## src/rtl/jedro_1_ifu.sv

```systemverilog
// Instruction fetch unit: sequential fetch from a one-cycle-latency ROM into a small
// prefetch FIFO, handed to the decoder over valid/ready; redirects flush the buffer.
`timescale 1ns/1ps

module jedro_1_ifu #(
  parameter int                    DATA_WIDTH = 32,
  parameter int                    ADDR_WIDTH = 32,
  parameter logic [ADDR_WIDTH-1:0] BOOT_ADDR  = 32'h0000_0000,
  parameter int                    FIFO_DEPTH = 4
) (
  input  logic                  clk_i,
  input  logic                  rstn_i,
  output logic                  imem_en_o,
  output logic [ADDR_WIDTH-1:0] imem_addr_o,
  input  logic [DATA_WIDTH-1:0] imem_rdata_i,
  input  logic [ADDR_WIDTH-1:0] jmp_addr_i,
  input  logic                  jmp_addr_valid_i,
  output logic [DATA_WIDTH-1:0] instr_o,
  output logic [ADDR_WIDTH-1:0] instr_addr_o,
  output logic                  instr_valid_o,
  input  logic                  dec_ready_i
);

  localparam int PW = $clog2(FIFO_DEPTH);

  localparam logic [1:0] S_BOOT  = 2'd0;
  localparam logic [1:0] S_FETCH = 2'd1;
  localparam logic [1:0] S_STALL = 2'd2;

  localparam logic [PW+1:0]       DEPTH_L = (PW+2)'(FIFO_DEPTH);
  localparam logic [ADDR_WIDTH-1:0] STEP  = ADDR_WIDTH'(4);

  logic [1:0]            state_q, state_d;
  logic [ADDR_WIDTH-1:0] pc_q;
  logic [ADDR_WIDTH-1:0] inflight_addr_q;
  logic                  inflight_q;
  logic [PW:0]           wr_ptr_q, rd_ptr_q, count;
  logic [PW+1:0]         occupancy;
  logic                  empty, push, pop, credit, issue;

  logic [DATA_WIDTH-1:0] instr_mem [FIFO_DEPTH];
  logic [ADDR_WIDTH-1:0] addr_mem  [FIFO_DEPTH];

  // Pointers carry an extra wrap bit, so the difference is the fill level 0..FIFO_DEPTH.
  assign count = wr_ptr_q - rd_ptr_q;
  assign empty = (count == '0);

  assign instr_valid_o = !empty && !jmp_addr_valid_i;
  assign pop           = instr_valid_o && dec_ready_i;
  // A killed read never reaches here: a redirect clears inflight_q at the same edge.
  assign push          = inflight_q && !jmp_addr_valid_i;

  assign occupancy = {1'b0, count} + {{(PW+1){1'b0}}, inflight_q} - {{(PW+1){1'b0}}, pop};
  assign credit    = occupancy < DEPTH_L;
  assign issue     = (state_q == S_FETCH) && credit;

  assign imem_en_o    = issue;
  assign imem_addr_o  = pc_q;
  assign instr_o      = empty ? '0 : instr_mem[rd_ptr_q[PW-1:0]];
  assign instr_addr_o = empty ? '0 : addr_mem[rd_ptr_q[PW-1:0]];

  always_comb begin
    state_d = state_q;
    case (state_q)
      S_BOOT:  state_d = S_FETCH;
      S_FETCH: if (!credit) state_d = S_STALL;
      S_STALL: if (credit)  state_d = S_FETCH;
      default: state_d = S_BOOT;
    endcase
    if (jmp_addr_valid_i) state_d = S_FETCH;
  end

  // NOTE: sequential state uses non-blocking assignments so every register samples
  // pre-edge values, independent of statement order.
  always_ff @(posedge clk_i or negedge rstn_i) begin
    if (!rstn_i) begin
      state_q         <= S_BOOT;
      pc_q            <= {BOOT_ADDR[ADDR_WIDTH-1:2], 2'b00};
      inflight_q      <= 1'b0;
      inflight_addr_q <= '0;
      wr_ptr_q        <= '0;
      rd_ptr_q        <= '0;
    end else begin
      state_q <= state_d;
      if (jmp_addr_valid_i) begin
        pc_q       <= {jmp_addr_i[ADDR_WIDTH-1:2], 2'b00};
        inflight_q <= 1'b0;
        wr_ptr_q   <= '0;
        rd_ptr_q   <= '0;
      end else begin
        if (issue) pc_q <= pc_q + STEP;
        inflight_q <= issue;
        if (push) wr_ptr_q <= wr_ptr_q + 1'b1;
        if (pop)  rd_ptr_q <= rd_ptr_q + 1'b1;
      end
      if (issue) inflight_addr_q <= pc_q;
    end
  end

  // NOTE: FIFO storage is deliberately not reset; the pointers alone define which
  // entries are valid, and outputs are forced to zero while empty.
  always_ff @(posedge clk_i) begin
    if (push) begin
      instr_mem[wr_ptr_q[PW-1:0]] <= imem_rdata_i;
      addr_mem[wr_ptr_q[PW-1:0]]  <= inflight_addr_q;
    end
  end

endmodule

```

## config.mk

```make
export PLATFORM = sky130hd
export DESIGN_NAME = jedro_1_ifu
export DESIGN_NICKNAME = d
export VERILOG_FILES = /design/src/rtl/jedro_1_ifu.sv
export SDC_FILE = /design/constraint.sdc
export NUM_CORES = 1
export LEC_CHECK = 0
export ABC_CLOCK_PERIOD_IN_PS = 7690
export CAP_MARGIN = 20
export CORE_ASPECT_RATIO = 1.25
export CORE_MARGIN = 3
export CORE_UTILIZATION = 56
export DETAILED_ROUTE_END_ITERATION = 7
export PLACE_DENSITY = 0.81
export SLEW_MARGIN = 20
export SYNTH_ARGS = -nofsm -noshare
export SYNTH_HDL_FRONTEND = slang
export SYNTH_SLANG_ARGS = --single-unit
```

## constraint.sdc

```tcl
create_clock -name clk_i -period 7.69 [get_ports clk_i]
set_clock_uncertainty 0.1 [all_clocks]
set_input_delay 1.9225 -clock clk_i [delete_from_list [all_inputs] [get_ports clk_i]]
set_output_delay 1.9225 -clock clk_i [all_outputs]
set_load 0.05 [all_outputs]
```

==> results of run 1 <==
==> registers in the layout, summed over array words and instances (netlist names) <==
signal	count
addr_mem	120
inflight_q	1
state_q	2
rd_ptr_q	3
imem_addr_o	30
wr_ptr_q	3
inflight_addr_q	30
instr_mem	128
==> worst register-to-register path, stage by stage (launching register included) <==
cell	delay (ns)
sky130_fd_sc_hd__dfrtp_4	0.64
sky130_fd_sc_hd__ha_1	0.26
sky130_fd_sc_hd__fa_1	0.37
sky130_fd_sc_hd__xnor3_2	0.30
sky130_fd_sc_hd__nand3_2	0.11
sky130_fd_sc_hd__nand2_1	0.11
sky130_fd_sc_hd__nor2_1	0.13
sky130_fd_sc_hd__ha_1	0.15
sky130_fd_sc_hd__inv_1	0.04
sky130_fd_sc_hd__ha_1	0.25
sky130_fd_sc_hd__and3b_1	0.21
sky130_fd_sc_hd__o211ai_1	0.33
sky130_fd_sc_hd__o41ai_4	0.13
sky130_fd_sc_hd__buf_4	0.20
sky130_fd_sc_hd__nand2_1	0.11
sky130_fd_sc_hd__buf_4	0.42
sky130_fd_sc_hd__mux2_2	0.41
==> cells by family (layout without fill, tap and decap cells) <==
family	Yosys count	count (layout)	synth area share, %
flops	317	317	70.8
simple gates	204	204	8.75
fa+ha+maj	12	12	1.20
buf+inv	54	235	1.82
xor+xnor	7	7	0.589
compound gates	70	70	3.58
other cells	1	4	0.0289
mux	91	91	13.3
==> stage by stage <==
stage          instance area, sq um  total power [mW]  util (%)  setup WS (ns)
2_1_floorplan                 13000              4.59         -           1.07
3_3_place_gp                  14800              5.57      65.8           1.45
3_5_place_dp                  14800              5.62      65.8           1.41
4_1_cts                       15900              7.18      70.6           1.40
5_1_grt                       15900              7.44      70.6           1.26
6_report                      15900              7.13      70.6           1.38
==> cell usage in the layout, fill, tap and decap left out, types with 5 or more instances in the layout <==
cell type and n:
sky130_fd_sc_hd__clkbuf_8 5, sky130_fd_sc_hd__dfrtp_1 67, sky130_fd_sc_hd__mux4_2 62, sky130_fd_sc_hd__o31ai_1 9, sky130_fd_sc_hd__and2_1 64, sky130_fd_sc_hd__nand2_1 22
sky130_fd_sc_hd__clkbuf_16 32, sky130_fd_sc_hd__o21ai_0 23, sky130_fd_sc_hd__inv_1 8, sky130_fd_sc_hd__nor3_1 8, sky130_fd_sc_hd__clkbuf_1 7, sky130_fd_sc_hd__ha_1 10
sky130_fd_sc_hd__or3_1 16, sky130_fd_sc_hd__nand4_1 17, sky130_fd_sc_hd__mux2_2 6, sky130_fd_sc_hd__buf_4 10, sky130_fd_sc_hd__nand3_1 10, sky130_fd_sc_hd__edfxtp_1 248
sky130_fd_sc_hd__mux2_1 21, sky130_fd_sc_hd__nor2_1 36, sky130_fd_sc_hd__clkdlybuf4s50_1 157, sky130_fd_sc_hd__or4_1 8, sky130_fd_sc_hd__a31oi_1 26
==> layout make-up <==
type	instances	area [sq um]
flip-flops and latches	317	9180
clock inverters	13	178
repair buffers	169	1670
inverters	9	33.8
fillers	1439	6620
multi-input cells	388	3580
well taps	283	354
clock buffers	44	896
==> worst paths after layout <==
check	endpoint	slack [ns]
max in group asynchronous	rd_ptr_q[0]	5.29
worst min register to register	addr_mem[2][7]	0.40
min in group asynchronous	imem_addr_o[19]	1.49
worst max register to register	inflight_addr_q[16]	3.30
worst max-delay path	imem_en_o	1.38
worst min-delay path	addr_mem[2][7]	0.40
==> per-layer routing <==
layer	GRT usage (%)	up-vias	routed length (um)
met5	0	-	0
met4	5.84	0	463
met3	3.90	36	1740
met2	34.4	268	12900
met1	29.1	3742	10800
li1	-	3289	-
==> power by group through the flow <==
stage,clock network (mW),logic (mW),registers (mW)
6_report,1.56,3.27,2.30
3_5_place_dp,0,3.29,2.33
2_1_floorplan,0,2.27,2.32
3_3_place_gp,0,3.26,2.31
4_1_cts,1.59,3.30,2.30
5_1_grt,1.66,3.45,2.33
==> results.md, run 1 <==
| Item | Value |
| --- | --- |
| Outcome | finished, final reports clean |
| Ordered list of cells on the worst path | clkdlybuf4s50_1 -> nand2_1 -> nor2_1 -> ha_1 -> inv_1 -> ha_1 -> and3b_1 -> o211ai_1 -> o41ai_4 -> buf_4 -> nand2_1 -> inv_1 -> buf_12 |
| Number of resized instances in the post-cts repair step | 0 |
| Worst hold path type | register to register |
| Clock sink count | 317 |
| Detailed-route wire length per cell | 21.2 um |
| Final setup violation count | 0 |
| Slew at the pin closest to its max-slew limit | 0.991 ns |
| Number of placed instances with taps included | 1,166 |
| Hold depth | 0 |
| Cell area after synthesis | 13,000 sq um |
| Drt drc | 0 |
| Internal | 4.24 mW |
| Post-detail-place hpwl | 14,900 um |
| List of most frequent post-synthesis cells | sky130_fd_sc_hd__edfxtp_1 (248), sky130_fd_sc_hd__dfrtp_1 (69), sky130_fd_sc_hd__and2_1 (68), sky130_fd_sc_hd__mux4_2 (62), sky130_fd_sc_hd__nor2_1 (36) |
| Antenna diode count | 0 |
| Worst supply voltage drop on vdd | 0.000593 V |
| Count of hold buffers inserted by post-cts repair | 0 |
| Power per unit of standard cell area | 448 nW/um^2 |
| Proportion of synthesized flip-flops having asynchronous set or reset | 21.8% |
| Chip Height | 176 um |
| Worst slew margin relative to its limit | 33.9% |
| WP depth | 13 |
| Net switching power | 2.89 mW |
| Summed negative setup slack over all endpoints | 0 ns |
| Detailed Route WL | 25,900 um |
| Via/cell ratio | 6.00 |
| Clock share of power | 21.9% |
| Largest area contributor in the netlist | sky130_fd_sc_hd__edfxtp_1 |
| Final-stage net count | 995 |
| Primary FF master, synth | sky130_fd_sc_hd__edfxtp_1 |
| Library cells used by synthesis | 51 |
| Part of the Yosys area used for sequential elements | 70.8% |
| Via count of the first global-routing pass | 7,694 |
| Clock Path Buffers | 3 |
| Starting Density | 57.6% |
| Full die area | 25,000 sq um |
| Library cell with the highest instance count after synthesis | sky130_fd_sc_hd__edfxtp_1 |
| Number of I/O pins | 166 |
| Wire length of the first global-routing pass | 41,200 um |
| Area added between synthesis and finish | 22.6% |
| Endpoint required time on the critical path | 5.67 ns |
| Proportion of layout cells with a drive suffix above 1 | 14.8% |
| Number of enable flip-flop cells after synthesis | 248 |
| Setup Fix Bufs, Post-CTS | 0 |
| Number of antenna violations at the first check in global routing | 0 |
| Layout Cells excl Fill | 1,223 |
| Number of buffers inserted during clock tree synthesis | 31 |
| Part of the power in registers | 32.2% |
| Number of placement rows | 61 |
| Flops & latches, synth | 317 |
| WP data arrival | 4.29 ns |
| Chip width | 142 um |
| Largest net degree at the start of global routing | 70 |
| Reg clk slew, reported paths | 0.06 ns |
| Worst-Skew Late Latency | 0.54 ns |
| Core Footprint | 22,500 sq um |
| Highest attainable clock frequency | 0.159 GHz |
| Portion of the clock cycle consumed by the worst path in the final layout | 82.0% |
| Weighted congestion reported at the end of routability-driven placement | 0.857 |
| Slowest library cell on the worst path | sky130_fd_sc_hd__clkdlybuf4s50_1 |
| DR iter-0 viols | 586 |
| Kind of launch point of the worst setup path | input pin |
| Combinational group share of total power | 45.9% |
| Minimum hold slack | 0.403 ns |
| Launch point of the worst hold path | inflight_addr_q[7] |
| Crit path capture type | output pin |
| Depth of the CTS H-tree | 1 |
| Mean instance size in the synthesized netlist | 17.1 sq um |
| Overflow left after global routing | 0 |
| Antenna viol nets, final | 0 |
| Crit Path Max Fanout | 8 |
| R2r worst-path depth | 16 |
| Setup repair after global routing missed its margin | false |
| GRT Overall Usage | 20.9% |
| Top cell type's share of synthesized area | 57.4% |
| CTS tree | built |
| Static Leak | 5.30 nW |
| Dominant cells by area after synthesis | sky130_fd_sc_hd__edfxtp_1 (57%), sky130_fd_sc_hd__dfrtp_1 (13%), sky130_fd_sc_hd__mux4_2 (11%) |
| Critical path class | input pin to output pin |
| Delay of the slowest cell on the worst path | 0.49 ns |
| R2R Path Start | rd_ptr_q[0] |
| Crit. Startpoint | dec_ready_i |
| Clock Root Buffer | sky130_fd_sc_hd__clkbuf_16 |
| IO Port Bufs | 159 |
| Hold Fails Final Rpt | 0 |
| Buf/Inv on CP | 5 |
| Max_cap viols | 0 |
| Vias post-DR | 7,335 |
| First-pass detailed-route iteration total | 5 |
| Max-slew violations | 0 |
| Syn Inst Count | 756 |
| Cell class contributing the biggest share of worst-path delay | buffers and inverters |
| Number of warnings printed during yosys synthesis | 0 |
| Sw Share | 40.5% |
| Period minus WS final | 6.31 ns |
Power figures use the tool's default switching activity.
==> run 2: changes to the inputs <==
Settings changed: ABC_CLOCK_PERIOD_IN_PS 7690 to 5600, CORE_UTILIZATION 56 to 50, PLACE_DENSITY 0.81 to 0.76.
Clock period 7.69 ns to 5.6 ns, I/O delays scaled along.
==> run 2 against run 1 <==
  * Die area grew 12%
  * Hold slack improved by 0.012 ns
  * Sequential power is 36% higher
  * Critical path type is now register to output pin
  * Largest cell class unchanged
==> results.md, run 2 (synthesized netlist as in run 1, its figures left out) <==
| Item | Value | Delta |
| --- | --- | --- |
| Outcome | finished, final reports clean |  |
| Hold Fails Final Rpt | 0 | unchanged |
| Critical path class | register to output pin |  |
| Final setup violation count | 0 | unchanged |
| Part of the power in registers | 32.4% | +0.2 points |
| Period minus WS final | 5.27 ns |  |
| IO Port Bufs | 159 | unchanged |
| Drt drc | 0 | unchanged |
| Depth of the CTS H-tree | 1 | unchanged |
| Number of I/O pins | 166 | unchanged |
| Number of placement rows | 65 | +6.6% |
| Setup repair after global routing missed its margin | false |  |
| First-pass detailed-route iteration total | 5 | unchanged |
| Kind of launch point of the worst setup path | register |  |
| CTS tree | built |  |
| Number of antenna violations at the first check in global routing | 0 | unchanged |
| Chip width | 150 um | +5.6% |
| Worst-Skew Late Latency | 0.55 ns | about the same |
| Portion of the clock cycle consumed by the worst path in the final layout | 94.1% |  |
| Internal | 5.66 mW | +34% |
| Launch point of the worst hold path | inflight_addr_q[24] |  |
| Net switching power | 3.97 mW | +37% |
| Vias post-DR | 7,280 | -0.75% |
| Power per unit of standard cell area | 606 nW/um^2 | +35% |
| Via/cell ratio | 5.67 | -5.4% |
| Total Power | 9.63 mW | +35% |
| Reg clk slew, reported paths | 0.06 ns | about the same |
| Slew at the pin closest to its max-slew limit | 0.999 ns | +0.00800 ns |
| Final-stage net count | 1,003 | +0.80% |
| Most frequent standard cell in the layout excluding fill and tap cells | sky130_fd_sc_hd__edfxtp_1 |  |
| Antenna viol nets, final | 0 | unchanged |
| GRT Overall Usage | 18.9% | -2.1 points |
| Clock sink count | 317 | unchanged |
| Clock Root Buffer | sky130_fd_sc_hd__clkbuf_16 |  |
| Post-detail-place hpwl | 15,500 um | +4.4% |
| Area added between synthesis and finish | 22.5% | about the same |
| Count of hold buffers inserted by post-cts repair | 0 | unchanged |
| Worst slew margin relative to its limit | 33.4% | -0.53 points |
| Layout Cells excl Fill | 1,283 | +4.9% |
| Core Footprint | 25,400 sq um | +13% |
| Wire length of the first global-routing pass | 40,900 um | -0.80% |
| Minimum hold slack | 0.414 ns | +0.0116 ns |
| Antenna diode count | 0 | unchanged |
| Crit path capture type | output pin |  |
| Max reg flops | 128 | unchanged |
| R2R Path Start | wr_ptr_q[0] |  |
| Highest attainable clock frequency | 0.190 GHz |  |
| Detailed-route wire length per cell | 20.5 um | -2.9% |
| Sw Share | 41.2% | +0.70 points |
| Max_cap viols | 0 | unchanged |
| Filler cell count in the final layout | 1,872 | +30% |
| Combinational group share of total power | 48.1% | +2.2 points |
| Leading cell types in the layout, fill and taps excluded | sky130_fd_sc_hd__edfxtp_1 (248), sky130_fd_sc_hd__clkdlybuf4s50_1 (156), sky130_fd_sc_hd__dfrtp_1 (67) |  |
| Setup Fix Bufs, Post-CTS | 0 | unchanged |
| WP data arrival | 3.77 ns | -0.52 ns |
| Number of buffers inserted during clock tree synthesis | 30 | -3.2% |
| Full die area | 27,900 sq um | +12% |
| Overflow left after global routing | 0 | unchanged |
| Number of placed instances with taps included | 1,220 | +4.6% |
| Number of resized instances in the post-cts repair step | 0 | unchanged |
| Static Leak | 5.29 nW | -0.28% |
| Largest net degree at the start of global routing | 65 | -7.1% |
| Starting Density | 51.1% | -6.5 points |
| Max-slew violations | 0 | unchanged |
| Crit Path Max Fanout | 5 | -3 |
| Clock Path Buffers | 3 | unchanged |
| Via count of the first global-routing pass | 7,467 | -3.0% |
| Endpoint required time on the critical path | 4.10 ns | -1.57 ns |
| Chip Height | 186 um | +5.6% |
| DR iter-0 viols | 508 | -13% |
| Crit. Startpoint | wr_ptr_q[0] |  |
| Proportion of layout cells with a drive suffix above 1 | 15.4% | +0.61 points |
| Summed negative setup slack over all endpoints | 0 ns | unchanged |
| Detailed Route WL | 26,300 um | +1.8% |
| Worst hold path type | register to register |  |
| Weighted congestion reported at the end of routability-driven placement | 0.784 | -8.5% |
| Clock share of power | 19.5% | -2.4 points |
| Worst supply voltage drop on vdd | 0.000372 V | -37% |
## run 2: cell types whose count changed in the layout (fill, tap and decap cells not counted), moves of 3 or more
| cell | previous run | this run |
|---|---|---|
| sky130_fd_sc_hd__buf_4 | 10 | 19 |
| sky130_fd_sc_hd__bufinv_16 | 4 | 0 |
| sky130_fd_sc_hd__clkbuf_1 | 7 | 11 |
| sky130_fd_sc_hd__clkbuf_8 | 5 | 2 |
| sky130_fd_sc_hd__clkinv_2 | 2 | 8 |
## run 2: worst paths after layout
kind                                       endpoint  cells after the start  slack, ns
worst max-delay path                      imem_en_o                     16       0.33
max in group asynchronous               rd_ptr_q[0]                      2       3.53
worst min register to register      addr_mem[0][24]                      0       0.41
worst min-delay path                addr_mem[0][24]                      0       0.41
min in group asynchronous       inflight_addr_q[12]                      1       0.82
worst max register to register      imem_addr_o[21]                     17       1.19
## run 2: power groups by stage
stage	combinational, mW	sequential [mW]	clock [mW]
global placement	4.57	3.17	0
global route	4.91	3.16	2.02
finish	4.63	3.12	1.87
floorplan	3.12	3.19	0
CTS	4.63	3.15	1.92
detailed placement	4.61	3.19	0
## run 2: final cells by class
| cell class | count | area [sq um] | area share, % |
|---|---|---|---|
| Clock buffer | 44 | 845 | 5.32 |
| Clock inverter | 12 | 72.6 | 0.457 |
| Inverter | 9 | 33.8 | 0.213 |
| Multi-Input combinational cell | 388 | 3580 | 22.5 |
| Sequential cell | 317 | 9180 | 57.8 |
| Tap cell | 335 | 419 | 2.64 |
| Timing Repair Buffer | 178 | 1750 | 11.0 |
## run 2: through the flow
step                      setup WS [ns]  util (%)  area [sq um]
after global placement            0.487      58.8         14900
after detailed placement          0.454      58.8         14900
final                             0.333      62.6         15900
after global routing              0.114      62.6         15900
after floorplan                  0.0289         -         13000
after CTS                         0.154      62.4         15800
## run 2: layer usage
metal | share of wire (%) | wire, um | up-vias | GRT usage (%)
li1 | - | - | 3291 | -
met1 | 39 | 10400 | 3684 | 24.1
met2 | 52 | 13700 | 263 | 33.4
met3 | 6.5 | 1710 | 42 | 3.51
met4 | 2.0 | 518 | 0 | 5.02
met5 | 0 | 0 | - | 0
## run 2: critical path, stage by stage (launching register included)
cell	delay, ns
sky130_fd_sc_hd__dfrtp_1	0.41
sky130_fd_sc_hd__inv_1	0.11
sky130_fd_sc_hd__ha_1	0.22
sky130_fd_sc_hd__fa_1	0.37
sky130_fd_sc_hd__xnor3_2	0.29
sky130_fd_sc_hd__nand3_2	0.11
sky130_fd_sc_hd__nand2_1	0.11
sky130_fd_sc_hd__nor2_1	0.12
sky130_fd_sc_hd__ha_1	0.15
sky130_fd_sc_hd__inv_1	0.04
sky130_fd_sc_hd__ha_1	0.25
sky130_fd_sc_hd__and3b_1	0.21
sky130_fd_sc_hd__o211ai_1	0.33
sky130_fd_sc_hd__o41ai_4	0.14
sky130_fd_sc_hd__nand2_1	0.11
sky130_fd_sc_hd__inv_1	0.09
sky130_fd_sc_hd__buf_12	0.16
